$ cat config.mk
export PLATFORM = sky130hd
export DESIGN_NAME = if_fetch_queue
export DESIGN_NICKNAME = d
export VERILOG_FILES = /design/src/rtl/if_fetch_queue.sv
export SDC_FILE = /design/constraint.sdc
export NUM_CORES = 1
export LEC_CHECK = 0
export ABC_CLOCK_PERIOD_IN_PS = 5850
export CORE_MARGIN = 1
export CORE_UTILIZATION = 47
export DETAILED_ROUTE_END_ITERATION = 10
export GPL_TIMING_DRIVEN = 1
export PLACE_DENSITY_LB_ADDON = 0.12
export SLEW_MARGIN = 10
export SYNTH_ARGS = -nofsm -noshare
export SYNTH_HDL_FRONTEND = slang
export SYNTH_SLANG_ARGS = --single-unit
$ cat constraint.sdc
create_clock -name clk -period 5.85 [get_ports clk]
set_input_delay 1.755 -clock clk [delete_from_list [all_inputs] [get_ports clk]]
set_output_delay 1.755 -clock clk [all_outputs]
set_load 0.02 [all_outputs]
$ cat src/rtl/if_fetch_queue.sv
// ---------------------------------------------------------------------------
// if_fetch_queue
//   Instruction-fetch stage in front of mem_ctrl. Owns the fetch PC, keeps
//   one request outstanding at a time, captures the single-cycle return and
//   buffers {pc, inst} pairs in a small circular FIFO that feeds IF/ID.
//   A branch redirect flushes the FIFO and retargets fetch; a redirect that
//   lands while a fetch is in flight turns that fetch stale (DROP) so its
//   data is thrown away when it finally returns.
//
// Handshake (IF -> ID): an entry moves when if_valid_o & id_ready_i are both
//   high in the same cycle. if_valid_o never depends on id_ready_i. While
//   rdy_in is low the queue is frozen and if_valid_o is held low.
//
// Ports
//   clk, rst        clock, synchronous active-high reset
//   rdy_in          global ready; low pauses and aborts any in-flight access
//   fetch_req_o     request outstanding at pc_o (WAIT state)
//   pc_o            address to mem_ctrl, stable from issue until return
//   inst_ok_i/inst_i one-cycle return strobe and instruction data
//   redirect_i/redirect_pc_i  taken branch; target word-aligned internally
//   if_valid_o/if_pc_o/if_inst_o  queue head towards ID
//   id_ready_i      ID accepts the head this cycle
// ---------------------------------------------------------------------------
module if_fetch_queue #(
  parameter logic [31:0] RESET_PC   = 32'h0,
  parameter int          FIFO_DEPTH = 2
) (
  input  logic        clk,
  input  logic        rst,
  input  logic        rdy_in,
  output logic        fetch_req_o,
  output logic [31:0] pc_o,
  input  logic        inst_ok_i,
  input  logic [31:0] inst_i,
  input  logic        redirect_i,
  input  logic [31:0] redirect_pc_i,
  output logic        if_valid_o,
  output logic [31:0] if_pc_o,
  output logic [31:0] if_inst_o,
  input  logic        id_ready_i
);

  localparam int PW = $clog2(FIFO_DEPTH);
  localparam int CW = $clog2(FIFO_DEPTH + 1);

  typedef enum logic [1:0] {
    IDLE = 2'd0,
    WAIT = 2'd1,
    DROP = 2'd2
  } state_t;

  state_t      state, state_nx;
  logic [31:0] fetch_pc, fetch_pc_nx;
  logic [31:0] req_pc, req_pc_nx;

  logic          push, pop;
  logic [PW-1:0] rd_ptr, wr_ptr;
  logic [CW-1:0] count, count_after_pop;
  logic [31:0]   pc_mem   [FIFO_DEPTH];
  logic [31:0]   inst_mem [FIFO_DEPTH];

  // Queue head towards ID
  assign if_valid_o = (count != '0) & rdy_in;
  assign if_pc_o    = (count != '0) ? pc_mem[rd_ptr]   : 32'h0;
  assign if_inst_o  = (count != '0) ? inst_mem[rd_ptr] : 32'h0;

  // A redirect flushes the queue, so a coincident pop is meaningless.
  assign pop             = if_valid_o & id_ready_i & ~redirect_i;
  assign count_after_pop = count - CW'(pop);

  assign fetch_req_o = (state == WAIT);
  assign pc_o        = req_pc;

  // Next-state / datapath control
  always_comb begin
    state_nx    = state;
    fetch_pc_nx = fetch_pc;
    req_pc_nx   = req_pc;
    push        = 1'b0;

    case (state)
      IDLE: begin
        // Issue only when a slot is guaranteed for the return: the
        // outstanding fetch reserves one entry, so the push can never
        // meet a full queue.
        if (rdy_in && !redirect_i && (count_after_pop < CW'(FIFO_DEPTH))) begin
          req_pc_nx = fetch_pc;
          state_nx  = WAIT;
        end
      end
      WAIT: begin
        if (!rdy_in) begin
          // mem_ctrl aborted the access; fetch_pc is untouched so the
          // same address is requested again once ready returns.
          state_nx = IDLE;
        end else if (redirect_i) begin
          // Data returning this very cycle is simply discarded; otherwise
          // the return is still owed and must be swallowed later.
          state_nx = inst_ok_i ? IDLE : DROP;
        end else if (inst_ok_i) begin
          push        = 1'b1;
          fetch_pc_nx = req_pc + 32'd4;
          state_nx    = IDLE;
        end
      end
      DROP: begin
        // pc_o stays on the stale address: mem_ctrl fills its cache from
        // pc_o at return time.
        if (!rdy_in || inst_ok_i) begin
          state_nx = IDLE;
        end
      end
      default: state_nx = IDLE;
    endcase

    if (redirect_i) begin
      fetch_pc_nx = redirect_pc_i & ~32'h3;
    end
  end

  always_ff @(posedge clk) begin
    if (rst) begin
      state    <= IDLE;
      fetch_pc <= RESET_PC;
      req_pc   <= RESET_PC;
    end else begin
      state    <= state_nx;
      fetch_pc <= fetch_pc_nx;
      req_pc   <= req_pc_nx;
    end
  end

  // FIFO pointers and occupancy
  always_ff @(posedge clk) begin
    if (rst || redirect_i) begin
      rd_ptr <= '0;
      wr_ptr <= '0;
      count  <= '0;
    end else begin
      if (push) begin
        wr_ptr <= wr_ptr + PW'(1);
      end
      if (pop) begin
        rd_ptr <= rd_ptr + PW'(1);
      end
      case ({push, pop})
        2'b10:   count <= count + CW'(1);
        2'b01:   count <= count - CW'(1);
        default: count <= count;
      endcase
    end
  end

  // Storage has no reset: entries are only visible while count covers them.
  always_ff @(posedge clk) begin
    if (push) begin
      pc_mem[wr_ptr]   <= req_pc;
      inst_mem[wr_ptr] <= inst_i;
    end
  end

  always_ff @(posedge clk) begin
    if (!rst) begin
      assert (!(push && (count == CW'(FIFO_DEPTH)) && !pop));
    end
  end

endmodule

======== Word-level counts from Yosys, hierarchy flattened ========
Memories as Yosys holds them, arrays and structs flattened. A register that Yosys moved wholly into a read port is not among the register bits.
Cells that the tools add are included.
storage, ports and cells
  memories ................................ 2
  register bits after elaboration ......... 70
  memory bits (writable) .................. 128
  input port bits ......................... 70
  output and inout port bits .............. 98
cells by class
  mux-type cells .......................... 24
  eq/ne operators ......................... 7
  reduce and logical (&&, ||, !) cells .... 17
  magnitude comparators ................... 1
  add/subtract/negate cells ............... 6
  bitwise operators ....................... 4
memories
  memory    words  width  read ports  clocked after Yosys merged registers in  write ports  RTL line  source
  inst_mem  2      32     1           1                                        1            60        logic [31:0] inst_mem [FIFO_DEPTH];
  pc_mem    2      32     1           1                                        1            59        logic [31:0] pc_mem [FIFO_DEPTH];
operators with widths
  operator               count
  $mux 32                6
  $add 32x3->32 const B  1
  $mux 2                 6
  $mux 1                 10
  $reduce_bool 2->1      5
  $reduce_and 3->1       3
  $pmux 2 s3             1
  $eq 2x1->1 const B     2
  $eq 2x2->1 const B     2
  $ne 2x2->1 const B     2
  $ne 4x2->1 const B     1
  $pmux 2 s2             1
  $and 1x1->1            3
  $add 1x1->1 const B    2
  $add 2x1->2 const B    1
  $logic_and 1x1->1      2
  $logic_not 1->1        2
  $logic_not 2->1        1
  $logic_or 1x1->1       2
  $lt 2x2->1 const B     1
  $reduce_and 2->1       1
  $reduce_or 2->1        1
  $sub 2x1->2            1
  $sub 2x1->2 const B    1
  $not 1->1              1

======== Logic depth before layout (Yosys ltp) ========
Gate-level depths: netlist of run 1.
  depth in word-level cells ............... 9
  depth in mapped cells ................... 8

======== Worst setup path after synthesis of run 1 ========
No wires, ideal clock.
  path type ............................... input port to flip-flop
  from .................................... input port inst_ok_i
  to ...................................... memory inst_mem[0][0], enable pin
  library setup time ...................... 0.486 ns
  arrival ................................. 5.092 ns
  buffers on the path ..................... 1
  data required time ...................... 5.364 ns
  path slack .............................. 0.271 ns
  cell stages on the path ................. 5
  path through ............................ nand4b_1 clkbuf_1 nor2_1 inv_1 nor2_1
between the ends
  cells in the longest elaborated chain, start to end .. 6
ends and longest elaborated chain
  element                       RTL line  source
  start: declaration            33        input logic inst_ok_i,
  $mux 1                        100       end else if (inst_ok_i) begin
  $mux 1                        96        end else if (redirect_i) begin
  $mux 1                        92        if (!rdy_in) begin
  $mux 1                        81        case (state)
  $mux 1                        156       if (push) begin
  $mux 1 (implied by the code)  158       inst_mem[wr_ptr] <= inst_i;
  end: declaration              60
No other way between the ends.

======== Worst setup path in the final report of run 1 ========
  from .................................... input port rdy_in
  to ...................................... output port if_valid_o
between the ends
  cells in the longest elaborated chain, start to end .. 1
ends and longest elaborated chain
  element             RTL line  source
  start: declaration  30        input logic rdy_in,
  $and 1x1->1         63        assign if_valid_o = (count != '0) & rdy_in;
  end: declaration    37        output logic if_valid_o,
No other way between the ends.

==> results of run 1 <==
==> layer usage <==
layer / vias up / routed length, um / global-route usage (%)
met3: 18 / 846 / 3.44
met2: 158 / 8920 / 33.2
met5: - / 0 / 0
li1: 2786 / - / -
met4: 0 / 307 / 8.11
met1: 2826 / 8320 / 27.0
==> Yosys cell counts, drive strengths merged <==
| master | instances |
|---|---|
| edfxtp | 128 |
| nor2 | 113 |
| mux2i | 102 |
| dfxtp | 71 |
| clkbuf | 27 |
| nor2b | 23 |
| a22oi | 19 |
| o211ai | 19 |
| buf | 17 |
| nand2 | 17 |
| or4 | 14 |
| nor3 | 9 |
| nand3 | 8 |
| nand4 | 8 |
| o21ai | 8 |
| o311ai | 8 |
| inv | 7 |
| or3 | 7 |
| xnor2 | 7 |
| a31oi | 6 |
| nand3b | 6 |
| o22ai | 5 |
| a21oi | 4 |
| nor4 | 4 |
| o31a | 4 |
| nand2b | 3 |
| nand4b | 3 |
| o21a | 3 |
| xor2 | 3 |
| a221oi | 2 |
| and4 | 2 |
| ha | 2 |
| nor3b | 2 |
| or2 | 2 |
| a2111oi | 1 |
| a211o | 1 |
| a211oi | 1 |
| a311o | 1 |
| and2 | 1 |
| mux2 | 1 |
| nor4b | 1 |
==> cell type report <==
type	count	area [um^2]
inverters	7	26.3
clock buffers	18	429
multi-input cells	420	2910
repair buffers	171	1700
fillers	1391	6640
clock inverters	14	101
well taps	225	282
flip-flops and latches	199	5270
==> layout by cell type (no fill, tap or decap), drive strengths merged, types with 9 or more instances in the layout <==
cell type      count
clkdlybuf4s50    163
edfxtp           128
nor2             113
mux2i            102
dfxtp             71
nor2b             23
a22oi             19
o211ai            19
clkbuf            18
nand2             17
or4               14
inv               11
nor3               9
clkinv             9
==> flip-flops by register name, summed over array words and instances, names as in the netlist, named ones only <==
| signal | count |
|---|---|
| inst_mem | 64 |
| pc_mem | 64 |
| fetch_pc | 32 |
| pc_o | 32 |
| count | 2 |
| state | 2 |
| rd_ptr | 1 |
| wr_ptr | 1 |
==> power groups by stage <==
| stage | Clock, uW | Combinational (uW) | Sequential, uW |
|---|---|---|---|
| after floorplan | 0 | 63.3 | 1550 |
| after global placement | 0 | 139 | 1550 |
| after detailed placement | 0 | 143 | 1550 |
| after CTS | 1070 | 143 | 1520 |
| after global routing | 1130 | 154 | 1520 |
| final | 1050 | 143 | 1520 |
==> worst min-delay path by stage <==
| stage | end | from | slack [ns] |
|---|---|---|---|
| 2_1_floorplan | pc_o[22]$_SDFFE_PP0P_ | fetch_pc[22]$_SDFFE_PP0P_ | 0.46 |
| 3_3_place_gp | pc_o[16]$_SDFFE_PP0P_ | fetch_pc[16]$_SDFFE_PP0P_ | 0.46 |
| 3_5_place_dp | pc_o[16]$_SDFFE_PP0P_ | fetch_pc[16]$_SDFFE_PP0P_ | 0.47 |
| 4_1_cts | pc_o[16]$_SDFFE_PP0P_ | fetch_pc[16]$_SDFFE_PP0P_ | 0.49 |
| 5_1_grt | pc_o[16]$_SDFFE_PP0P_ | fetch_pc[16]$_SDFFE_PP0P_ | 0.52 |
| 6_report | pc_o[16]$_SDFFE_PP0P_ | fetch_pc[16]$_SDFFE_PP0P_ | 0.49 |
==> critical path: stages <==
cell,delay [ns]
clkdlybuf4s50_1,0.53
nor2b_1,0.14
clkdlybuf4s50_1,0.61
==> per-stage QoR <==
stage	worst slack (ns)	cells
global route	1.02	1054
CTS	1.06	1054
floorplan	0.271	670
global placement	1.06	1022
finish	1.06	1054
detailed placement	1.06	1022
==> cells by family after synthesis <==
logic type | after synthesis | synth area share, %
AND/OR/NAND/NOR | 223 | 13.4
XOR/XNOR | 10 | 1.05
AO/OA/AOI/OAI | 82 | 7.47
buffers and inverters | 51 | 2.54
multiplexers | 103 | 12.3
flip-flops | 199 | 62.9
adder cells (fa/ha/maj) | 2 | 0.299
==> run metrics, run 1 <==
status=complete, no violations; PD cells=around 250 mW/mm^2; CTS clock-pin slew for the worst setup and hold paths=0.06 ns; Post-Syn Nets=approximately 740; Power Internal=about 2100 uW; Nets=888; layout cell share with drive strength beyond 1=under 10%; Worst Tran Pin Value=1.16 ns; Routed Antenna Nets=0; post-synthesis sequential area ratio=62.9%; hold buffer count at CTS=0; r2r startpoint=state[1]$_SDFFE_PP0P_; Pre-Repair DR Iteration Count=5; Core Footprint=between 0.015 and 0.02 mm^2; number of core rows=48; CP endpoint=if_valid_o; Die H=135 um; Area after DPL=around 0.01 mm^2; worst skew pair latency=0.42 ns; DIE WIDTH=approximately 140 um; RR Endpoint=inst_mem[0][24]$_DFFE_PP_; Hold Violations, Final=0; Post-CTS Repair Setup Buffers=0; first-pass GRT wire length=28400 um; worst hold stages=2; P_sw=587 uW; cts bufs inserted=17; fin util=61.8%; Total Neg Setup Slack=0 ns; Hold Path Class=register to register; initial core utilization=about half; endpoints failing setup=0; Remaining DRCs=0; GPL Wtd Cong=0.748; H-tree levels=4; GRT Util Overall=20.3%; sequential share of power=between 50% and 60%; vias in the first global route=between 5000 and 6000; TritonCTS clock tree=yes; Final min period=4.79 ns; DRT iter0 DRCs=322; Yosys reg bits=199; Lkg Pwr=0.00344 uW; worst-path fanout max=4; post-synthesis cell type count=47; Die ar.=0.0184 mm^2; WL final=18400 um; Synth top area share=45.9%; clock share of power=38.7%; R2R cell count=5; CP startpoint=rdy_in; FMAX=roughly 210 MHz; number of diodes=0; # resized after CTS=0; Wirelength per Cell=~17 um; final instance area=approximately 0.011 mm^2; YS warnings=0; Post-Route Skew=0.00615 ns; Synth Cell Area=0.00837 mm^2; CTS root buffer=clkbuf_16; Area Growth Syn to Fin=28.0%; Clock Tree Buf Depth=2; flop2flop setup slack=3.37 ns; CP startpoint kind=primary input; Mapped Avg Cell Area=around 12 um^2; number of antenna violations at the first check in global routing=0; # IOs=168; routed via count=5788; maximum vdd ir drop=0.244 mV; largest net degree at the start of global routing=67; Power Total=2720 uW; worst setup path class=primary input to output port; crit path DAT=3.04 ns; unrepaired setup endpoints after global routing=false; WP data required=4.09 ns; max_slew headroom=roughly 22%; Pins Over Slew Limit=0; Sink Count=199; final period utilization=about four fifths; DP Wirelength=11600 um; PortBufs=about 170; largest cells by area after synthesis=edfxtp_1, dfxtp_1, mux2i_1; total grt overflow=0; area leader, netlist=edfxtp_1; sw frac=21.6%; Mapped Cells=670; hold slack=0.485 ns; Comb pwr share=5.3%; Max-Cap Viols=0; vias per cell=5.49; Worst setup EP type=output port
Power figures use the tool's default switching activity.
==> run 2: changes to the inputs <==
--- a/config.mk
+++ b/config.mk
@@ -5,7 +5,7 @@
 export SDC_FILE = /design/constraint.sdc
 export NUM_CORES = 1
 export LEC_CHECK = 0
-export ABC_CLOCK_PERIOD_IN_PS = 5850
+export ABC_CLOCK_PERIOD_IN_PS = 4000
 export CORE_MARGIN = 1
 export CORE_UTILIZATION = 47
 export DETAILED_ROUTE_END_ITERATION = 10
==> constraint.sdc (replaced) <==
create_clock -name clk -period 4 [get_ports clk]
set_input_delay 1.2 -clock clk [delete_from_list [all_inputs] [get_ports clk]]
set_output_delay 1.2 -clock clk [all_outputs]
set_load 0.02 [all_outputs]
==> run 2 against run 1 <==
Via count hardly changed. Critical path type unchanged. Worst hold slack got worse by 0.016 ns. Final cell count grew 1.1%. Die area unchanged. Sequential share of layout area down 0.67 points. Global-route usage is 0.34 points higher. Largest cell class unchanged.
==> run metrics, run 2 (synthesis results as in run 1) <==
status=complete, no violations; Lkg Pwr=0.00352 uW (+2.3%); worst skew pair latency=0.44 ns (+0.02 ns); routed via count=5789 (+0.017%); Max Used Layer=met4; Sink Count=199 (unchanged); Pre-Repair DR Iteration Count=4 (-1); Final min period=between 3 and 4 ns; vias per cell=5.43 (-1.1%); # IOs=168 (unchanged); Die ar.=0.0184 mm^2 (unchanged); cts bufs inserted=17 (unchanged); wire length on met3=976 um (+15%); max_slew headroom=52.4% (+30 points); DP Wirelength=12400 um (+6.7%); DRT iter0 DRCs=332 (+3.1%); worst setup path class=primary input to output port; commonest non-fill, non-tap cell in the layout=clkdlybuf4s50_1; Routed Antenna Nets=0 (unchanged); CTS root buffer=clkbuf_16; vias in the first global route=5545 (+1.7%); GPL Wtd Cong=0.758 (+1.3%); worst-path fanout max=4 (unchanged); maximum vdd ir drop=0.289 mV (+18%); Worst setup EP type=output port; hold buffer count at CTS=0 (unchanged); Pins Over Slew Limit=0 (unchanged); Routed met1 length=8260 um (-0.78%); Remaining DRCs=0 (unchanged); crit path DAT=2.47 ns (-0.57 ns); Worst Tran Pin Value=0.714 ns (-0.451 ns); Wirelength per Cell=17.5 um (+0.32%); WP data required=2.80 ns (-1.29 ns); Post-CTS Repair Setup Buffers=0 (unchanged); layout cell share with drive strength beyond 1=7.49% (+1.6 points); Hold Path Class=register to register; TritonCTS clock tree=yes; H-tree levels=4 (unchanged); largest net degree at the start of global routing=67 (unchanged); total grt overflow=0 (unchanged); Die H=135 um (unchanged); register area=0.00527 mm^2 (unchanged); WL final=18700 um (+1.5%); fin util=62.6% (+0.85 points); unrepaired setup endpoints after global routing=false; PortBufs=165 (unchanged); Total Neg Setup Slack=0 ns (unchanged); CP startpoint kind=primary input; PD cells=375 mW/mm^2 (+48%); number of diodes=0 (unchanged); CTS clock-pin slew for the worst setup and hold paths=0.07 ns (about the same); number of antenna violations at the first check in global routing=0 (unchanged); most frequent cells in the layout=clkdlybuf4s50_1, edfxtp_1, nor2_1, mux2i_1, dfxtp_1; flop2flop setup slack=1.59 ns (-1.78 ns); number of core rows=48 (unchanged); DIE WIDTH=135 um (unchanged); WL met2=9250 um (+3.7%); # resized after CTS=0 (unchanged); first-pass GRT wire length=28800 um (+1.5%); Clock Tree Buf Depth=2 (unchanged); Area Growth Syn to Fin=29.8%; Nets=900 (+1.4%); initial core utilization=48.2% (unchanged); Post-Route Skew=0.0260 ns (+0.0199 ns); Hold Violations, Final=0 (unchanged); Layout fillers=1378 (-0.93%); endpoints failing setup=0 (unchanged); area of the multi-input gates=0.00291 mm^2 (unchanged); biggest regs=inst_mem: 64 flops, pc_mem: 64 flops; Max-Cap Viols=0 (unchanged); final period utilization=91.6%; FMAX=~270 MHz; GRT Util Overall=20.7% (+0.34 points); Core Footprint=0.0174 mm^2 (unchanged)
run 2: cell count changes in the layout (fill, tap and decap cells not counted):
cell	before	now
clkbuf_8	0	1
buf_12	1	3
inv_6	3	4
buf_4	5	15
clkinv_4	4	3
bufinv_16	0	1
clkinvlp_4	1	2
clkinv_1	3	1
inv_8	1	0
run 2: power breakdown:
part	leakage [uW]	total [uW]	internal, uW	switching (uW)
Sequential	0.00186	2230	2200	25.1
Clock	0.000272	1630	881	753
Combinational	0.00140	213	117	96.1
Total	0.00352	4070	3200	874
run 2: through the flow:
stage	setup slack, ns	total power (uW)	instances	hold slack [ns]	area [um^2]
final	0.334	4070	1066	0.469	10900
after global routing	0.294	4200	1066	0.519	10900
after CTS	0.345	4100	1066	0.492	10900
after detailed placement	0.344	2480	1034	0.478	10300
after global placement	0.324	2480	1034	0.462	10300
after floorplan	0.0495	2370	670	0.456	8380
run 2: routing by layer:
layer	GRT usage, %	vias to the layer above
met5	0	-
met4	8.11	0
met3	3.93	7
met2	34.2	162
met1	26.9	2813
li1	-	2807
run 2: final cells by class:
class	instances	area share [%]
Clock buffer	19	4.08
Clock inverter	13	1.11
Inverter	7	0.242
Multi-Input combinational cell	420	26.8
Sequential cell	199	48.5
Tap cell	225	2.59
Timing Repair Buffer	183	16.7
run 2: worst max-delay path: stages:
cell and delay, ns:
clkdlybuf4s50_1 0.52, nor2b_1 0.14, clkdlybuf4s50_1 0.60
run 2: final timing paths:
| kind | endpoint | start | cells past startpoint |
|---|---|---|---|
| worst max register to register | fetch_pc[27]$_SDFFE_PP0P_ | pc_o[6]$_SDFFE_PP0P_ | 4 |
| worst min-delay path | pc_o[21]$_SDFFE_PP0P_ | fetch_pc[21]$_SDFFE_PP0P_ | 2 |
| worst max-delay path | if_valid_o | rdy_in | 3 |
| worst min register to register | pc_o[21]$_SDFFE_PP0P_ | fetch_pc[21]$_SDFFE_PP0P_ | 2 |
